$ cat config.mk
export PLATFORM = sky130hd
export DESIGN_NAME = mem_arbiter
export DESIGN_NICKNAME = d
export VERILOG_FILES = /design/src/rtl/mem_arbiter.sv
export SDC_FILE = /design/constraint.sdc
export NUM_CORES = 1
export LEC_CHECK = 0
export CORE_MARGIN = 2
export CORE_UTILIZATION = 47
export CTS_BUF_LIST = sky130_fd_sc_hd__clkbuf_4 sky130_fd_sc_hd__clkbuf_8 sky130_fd_sc_hd__clkbuf_16
export CTS_CLUSTER_DIAMETER = 120
export DETAILED_ROUTE_END_ITERATION = 10
export PLACE_DENSITY_LB_ADDON = 0.1
export SYNTH_ARGS = -nofsm -noshare
export SYNTH_HDL_FRONTEND = slang
export SYNTH_SLANG_ARGS = --single-unit
$ cat constraint.sdc
create_clock -name clk -period 1.72 [get_ports clk]
set_input_delay 0.344 -clock clk [delete_from_list [all_inputs] [get_ports clk]]
set_output_delay 0.344 -clock clk [all_outputs]
set_load 0.05 [all_outputs]
$ cat src/rtl/mem_arbiter.sv
// Arbiter that shares one single-port memory between NREQ requesters; latches one request per
// transaction. Define MEM_ARB_FIXED_PRIO_EN for fixed priority (default is round-robin).
module mem_arbiter #(
    parameter int unsigned NREQ   = 2,
    parameter int unsigned AW     = 4,
    parameter int unsigned DW     = 2,
    parameter int unsigned RD_LAT = 1
) (
    input  logic               clk,
    input  logic               rst,
    input  logic [NREQ-1:0]    req,
    input  logic [NREQ-1:0]    we,
    input  logic [NREQ*AW-1:0] addr_in,
    input  logic [NREQ*DW-1:0] wdata_in,
    output logic [NREQ-1:0]    gnt,
    output logic [NREQ-1:0]    ack,
    output logic [DW-1:0]      rdata,
    output logic               mem_wr_en,
    output logic [AW-1:0]      mem_addr,
    output logic [DW-1:0]      mem_data_o,
    output logic               mem_data_oe,
    input  logic [DW-1:0]      mem_data_i
);

    localparam int unsigned IdxW = (NREQ > 1) ? $clog2(NREQ) : 1;
    localparam int unsigned CntW = 4;

    typedef enum logic [1:0] {StIdle, StAccess, StWait, StAck} state_e;

    state_e            state_q, state_d;
    logic [IdxW-1:0]   win_q, win_d;
    logic              we_q, we_d;
    logic [AW-1:0]     addr_q, addr_d;
    logic [DW-1:0]     wdata_q, wdata_d;
    logic [CntW-1:0]   cnt_q, cnt_d;
    logic [NREQ-1:0]   gnt_q, gnt_d;
    logic [NREQ-1:0]   ack_q, ack_d;
    logic [DW-1:0]     rdata_q, rdata_d;
    logic              mem_wr_en_q, mem_wr_en_d;
    logic [AW-1:0]     mem_addr_q, mem_addr_d;
    logic [DW-1:0]     mem_data_o_q, mem_data_o_d;
    logic              mem_data_oe_q, mem_data_oe_d;
    logic [IdxW-1:0]   winner;
`ifndef MEM_ARB_FIXED_PRIO_EN
    logic [IdxW-1:0]   ptr_q, ptr_d;
`endif

    // Winner selection, only consumed while in StIdle.
    always_comb begin
        winner = '0;
`ifdef MEM_ARB_FIXED_PRIO_EN
        for (int i = int'(NREQ) - 1; i >= 0; i--) begin
            if (req[i]) winner = IdxW'(i);
        end
`else
        begin
            logic found;
            int   idx;
            found = 1'b0;
            idx   = 0;
            for (int i = 0; i < int'(NREQ); i++) begin
                idx = int'(ptr_q) + i;
                if (idx >= int'(NREQ)) idx = idx - int'(NREQ);
                if (!found && req[idx]) begin
                    winner = IdxW'(idx);
                    found  = 1'b1;
                end
            end
        end
`endif
    end

    // Next-state logic; output registers are loaded with the values for the state being entered.
    always_comb begin
        int w;
        w             = int'(winner);
        state_d       = state_q;
        win_d         = win_q;
        we_d          = we_q;
        addr_d        = addr_q;
        wdata_d       = wdata_q;
        cnt_d         = cnt_q;
        rdata_d       = rdata_q;
        gnt_d         = '0;
        ack_d         = '0;
        mem_wr_en_d   = 1'b0;
        mem_addr_d    = '0;
        mem_data_o_d  = '0;
        mem_data_oe_d = 1'b0;
`ifndef MEM_ARB_FIXED_PRIO_EN
        ptr_d         = ptr_q;
`endif

        unique case (state_q)
            StIdle: begin
                if (|req) begin
                    win_d         = winner;
                    we_d          = we[w];
                    addr_d        = addr_in[w*AW +: AW];
                    wdata_d       = wdata_in[w*DW +: DW];
                    state_d       = StAccess;
                    gnt_d[w]      = 1'b1;
                    mem_addr_d    = addr_in[w*AW +: AW];
                    mem_wr_en_d   = we[w];
                    mem_data_oe_d = we[w];
                    mem_data_o_d  = we[w] ? wdata_in[w*DW +: DW] : '0;
                end
            end
            StAccess: begin
                gnt_d      = gnt_q;
                mem_addr_d = addr_q;
                if (we_q) begin
                    ack_d   = gnt_q;
                    state_d = StAck;
                end else begin
                    cnt_d   = CntW'(RD_LAT - 1);
                    state_d = StWait;
                end
            end
            StWait: begin
                gnt_d      = gnt_q;
                mem_addr_d = addr_q;
                if (cnt_q != '0) begin
                    cnt_d = cnt_q - 1'b1;
                end else begin
                    rdata_d = mem_data_i;
                    ack_d   = gnt_q;
                    state_d = StAck;
                end
            end
            StAck: begin
                state_d = StIdle;
`ifndef MEM_ARB_FIXED_PRIO_EN
                ptr_d   = (int'(win_q) + 1 >= int'(NREQ)) ? '0 : win_q + 1'b1;
`endif
            end
            default: state_d = StIdle;
        endcase
    end

    always_ff @(posedge clk) begin
        if (!rst) begin
            state_q       <= StIdle;
            win_q         <= '0;
            we_q          <= 1'b0;
            addr_q        <= '0;
            wdata_q       <= '0;
            cnt_q         <= '0;
            gnt_q         <= '0;
            ack_q         <= '0;
            rdata_q       <= '0;
            mem_wr_en_q   <= 1'b0;
            mem_addr_q    <= '0;
            mem_data_o_q  <= '0;
            mem_data_oe_q <= 1'b0;
`ifndef MEM_ARB_FIXED_PRIO_EN
            ptr_q         <= '0;
`endif
        end else begin
            state_q       <= state_d;
            win_q         <= win_d;
            we_q          <= we_d;
            addr_q        <= addr_d;
            wdata_q       <= wdata_d;
            cnt_q         <= cnt_d;
            gnt_q         <= gnt_d;
            ack_q         <= ack_d;
            rdata_q       <= rdata_d;
            mem_wr_en_q   <= mem_wr_en_d;
            mem_addr_q    <= mem_addr_d;
            mem_data_o_q  <= mem_data_o_d;
            mem_data_oe_q <= mem_data_oe_d;
`ifndef MEM_ARB_FIXED_PRIO_EN
            ptr_q         <= ptr_d;
`endif
        end
    end

    assign gnt         = gnt_q;
    assign ack         = ack_q;
    assign rdata       = rdata_q;
    assign mem_wr_en   = mem_wr_en_q;
    assign mem_addr    = mem_addr_q;
    assign mem_data_o  = mem_data_o_q;
    assign mem_data_oe = mem_data_oe_q;

endmodule

==> results of run 1 <==
==> tightest hold or removal path: cells and delay by family, from the launching register on <==
family | cells | cell delay, ns
flip-flops | 1 | 0.34
AND/OR/NAND/NOR | 2 | 0.11
==> metrics by stage <==
step	cells	total power [W]	setup TNS, ns	util
floorplan	144	0.001720	0	-
global placement	207	0.002080	0	0.6523
detailed placement	207	0.002131	-0.1136	0.6523
CTS	211	0.002438	0	0.6667
global route	211	0.002629	0	0.6696
finish	211	0.002445	0	0.6696
==> final timing paths <==
kind	slack [ns]	end	cells after the start	start
setup / recovery	0.08	state_q[0]	5	cnt_q[0]
hold / removal	0.47	ack[0]	2	gnt[0]
setup reg to reg	0.08	state_q[0]	5	cnt_q[0]
hold reg to reg	0.47	ack[0]	2	gnt[0]
==> power breakdown <==
part	internal [W]	leakage [nW]	switching [W]
combinational	0.000545	0.435	0.000749
clock	0.000129	0.0210	0.000178
sequential	0.000749	0.214	0.0000942
total	0.00142	0.671	0.00102
==> sequential cells by signal, indices dropped and copies added, names as in the netlist <==
signal       flops
addr_q           4
cnt_q            4
mem_addr         4
ack              2
gnt              2
mem_data_o       2
rdata            2
state_q          2
mem_data_oe      1
ptr_q            1
we_q             1
win_q            1
==> timing repair <==
item,in CTS,in global routing
hold buffers,0,0
setup endpoints to repair,0,2
resized for setup,0,6
==> placed cells by master (no fill, tap or decap), types with 4 or more instances in the layout <==
cell / count
sky130_fd_sc_hd__dfxtp_1: 22
sky130_fd_sc_hd__a311oi_1: 4
sky130_fd_sc_hd__buf_4: 23
sky130_fd_sc_hd__o21ai_0: 8
sky130_fd_sc_hd__nand2_1: 15
sky130_fd_sc_hd__ha_1: 5
sky130_fd_sc_hd__a31oi_1: 5
sky130_fd_sc_hd__a21oi_1: 7
sky130_fd_sc_hd__clkdlybuf4s50_1: 19
sky130_fd_sc_hd__o21ai_1: 6
sky130_fd_sc_hd__inv_1: 7
sky130_fd_sc_hd__dfxtp_2: 4
sky130_fd_sc_hd__o211ai_1: 5
sky130_fd_sc_hd__and2_1: 4
sky130_fd_sc_hd__nand3b_1: 8
==> cell type report <==
cell class                      instances  area share
Multi-Input combinational cell        101      0.4126
Timing Repair Buffer                   42      0.2148
Sequential cell                        26      0.3111
Inverter                                8     0.01778
Tap cell                               30     0.02222
Clock buffer                            4     0.02148
==> per-layer routing <==
layer | global-route usage | vias to the layer above | share of wire
met4 | 0.05442 | 0 | 0.0074
li1 | - | 598 | -
met1 | 0.2661 | 553 | 0.46
met2 | 0.3311 | 41 | 0.47
met3 | 0.04378 | 4 | 0.056
met5 | 0 | - | 0
==> logic make-up (layout without fill, tap and decap cells) <==
logic type	count (synthesis)	count (layout)	synth area share
AOI/OAI and AO/OA	53	53	0.2836
adders and majority gates	6	6	0.05848
buffers and inverters	17	54	0.05361
DFF	26	26	0.4055
muxes	1	1	0.007798
and+or+nand+nor	41	41	0.1910
==> implementation parameters, run 1 <==
Parameter                              Value

Synth
  Yosys reg bits ... 26
  Number of instances in the synthesized netlist ... roughly 140
  Count of flip-flops with a built-in enable after synthesis ... 0
  Synthesized Nets ... 170
  Leading post-synthesis cells by cell area ... sky130_fd_sc_hd__dfxtp_1, sky130_fd_sc_hd__ha_1, sky130_fd_sc_hd__nand3b_1
  Library cell with the largest summed area after synthesis ... sky130_fd_sc_hd__dfxtp_1
  Share of the yosys chip area belonging to registers ... 0.4055
  Synthesized area per cell ... between 8 and 9 um2
  Ys async rst share ... 0
  Post-synth top area share ... 0.4055
  Synthesis Warnings ... 0
  Library cells used by synthesis ... 39
  Main synth FF type ... sky130_fd_sc_hd__dfxtp_1
  Cell with the most instances after synthesis ... sky130_fd_sc_hd__dfxtp_1
  Leading post-synthesis cells by instance count ... sky130_fd_sc_hd__dfxtp_1, sky130_fd_sc_hd__nand2_1, sky130_fd_sc_hd__inv_1, sky130_fd_sc_hd__nand3b_1, sky130_fd_sc_hd__o21ai_0
  Combined area of all synthesized cells ... 0.001284 mm2

Placed design
  HPWL Detailed ... 2296 um
  Routability-driven placement congestion ratio ... 0.8075
  Setup slack at placement ... -0.05434 ns
  IO buf count ... 33
  Placed inst area ... around 0.0016 mm2

STA
  Slew Limit Headroom ... 0.7647
  Final setup fails ... 0
  Worst slack on hold paths ... 0.4724 ns
  Final worst-path cycle share ... 0.9551
  Minimum clock period after layout ... roughly 1.6 ns
  Final hold violation count ... 0
  Worst path setup slack after routing ... 0.07719 ns
  Worst-case clock skew ... around 0.0028 ns
  Final Max Tran Viols ... 0
  RSZ-0062 raised after global routing ... false
  Worst slew pin tran ... 0.3519 ns
  Peak clock frequency supported by timing ... slightly above 0.6 GHz

Global route
  Number of global-route vias before repair ... roughly 1200
  First-pass GRT wire length ... approximately 5200 um
  Pin count of the biggest net entering global routing ... 15
  Aggregate global routing overflow ... 0
  GR Util All Layers ... 0.2012
  Number of antenna violations at the first check in global routing ... 0

Setup path
  Cell-by-cell trace of the critical path ... inv_2 -> ha_2 -> or3b_4 -> a2111o_1 -> o211a_1
  Maximum cell stage delay along the critical path ... 0.42 ns
  CP bufs+invs ... 1
  CP required ... just under 2 ns
  Endpoint type of the worst setup path ... register
  Setup crit start kind ... register
  Worst endpoint data arrival time ... about 1.9 ns
  Top Family by Delay on Critical Path ... compound AO/OA/AOI/OAI gates
  Cell with the biggest individual delay on the critical path ... sky130_fd_sc_hd__a2111o_1
  Setup CP Type ... register to register
  Crit Path Max Fanout ... 3

Drt
  Via-per-instance ratio ... ~5.7
  DRC Markers ... 0
  Overall via count from detail_route ... ~1200
  Total routed wirelength ... 2975 um
  Number of routed nets with antenna violations ... 0
  Number of iterations in the first detailed-routing pass ... 6
  Iter 0 DRT Violations ... 38
  Drt wl/cell ... 14.10 um

Clocking
  Clock transition at path regs ... roughly 0.14 ns
  Root cell of the clock tree ... sky130_fd_sc_hd__clkbuf_4
  Clock Sinks ... 26
  Post-CTS setup-driven buffer insertion count ... 0
  CTS tree ... yes
  Cts bufs inserted ... 3
  Number of H-tree branching levels ... 1
  Largest buffer count on any clock path ... 2
  Insertion delay to the later sink of the worst-skew pair ... 0.31 ns

Worst hold path
  Class of the tightest hold or removal check ... register to register

Die
  Row cnt ... 18
  I/O pins ... 34
  Horiz. Die Dim ... approximately 56 um
  Area of the die ... 0.003165 mm2
  Area of the core ... between 0.002 and 0.003 mm2
  Starting utilization of the core area ... 0.5089
  Vertical die dimension ... ~56 um

Final layout
  Final-stage net count ... 208
  Area of combinational cells with multiple inputs ... about 700 um2
  Final non-filler cell area ... 0.001689 mm2
  Total area of sequential cells ... between 500 and 600 um2
  Fill cell total of the finished layout ... about 220
  P&R area growth vs syn ... 31.58%
  Count of antenna diodes in the layout ... 0
  Share of cells above drive strength 1 ... 0.2044

Power and ir drop
  Reported leakage power ... around 0.67 nW
  PwrDens ... 1448 mW/mm2
  Worst ir drop on vdd ... 0.8491 mV

Job
  Count of max-cap constraint violations ... 0

Run status
  Run status ... complete, no violations
Power figures use the tool's default switching activity.
==> run 2: changes to the inputs <==
CTS_CLUSTER_DIAMETER = default   (was 120)
==> results of run 2 <==
Final layout, timing and power as in run 1 (identical DEF).
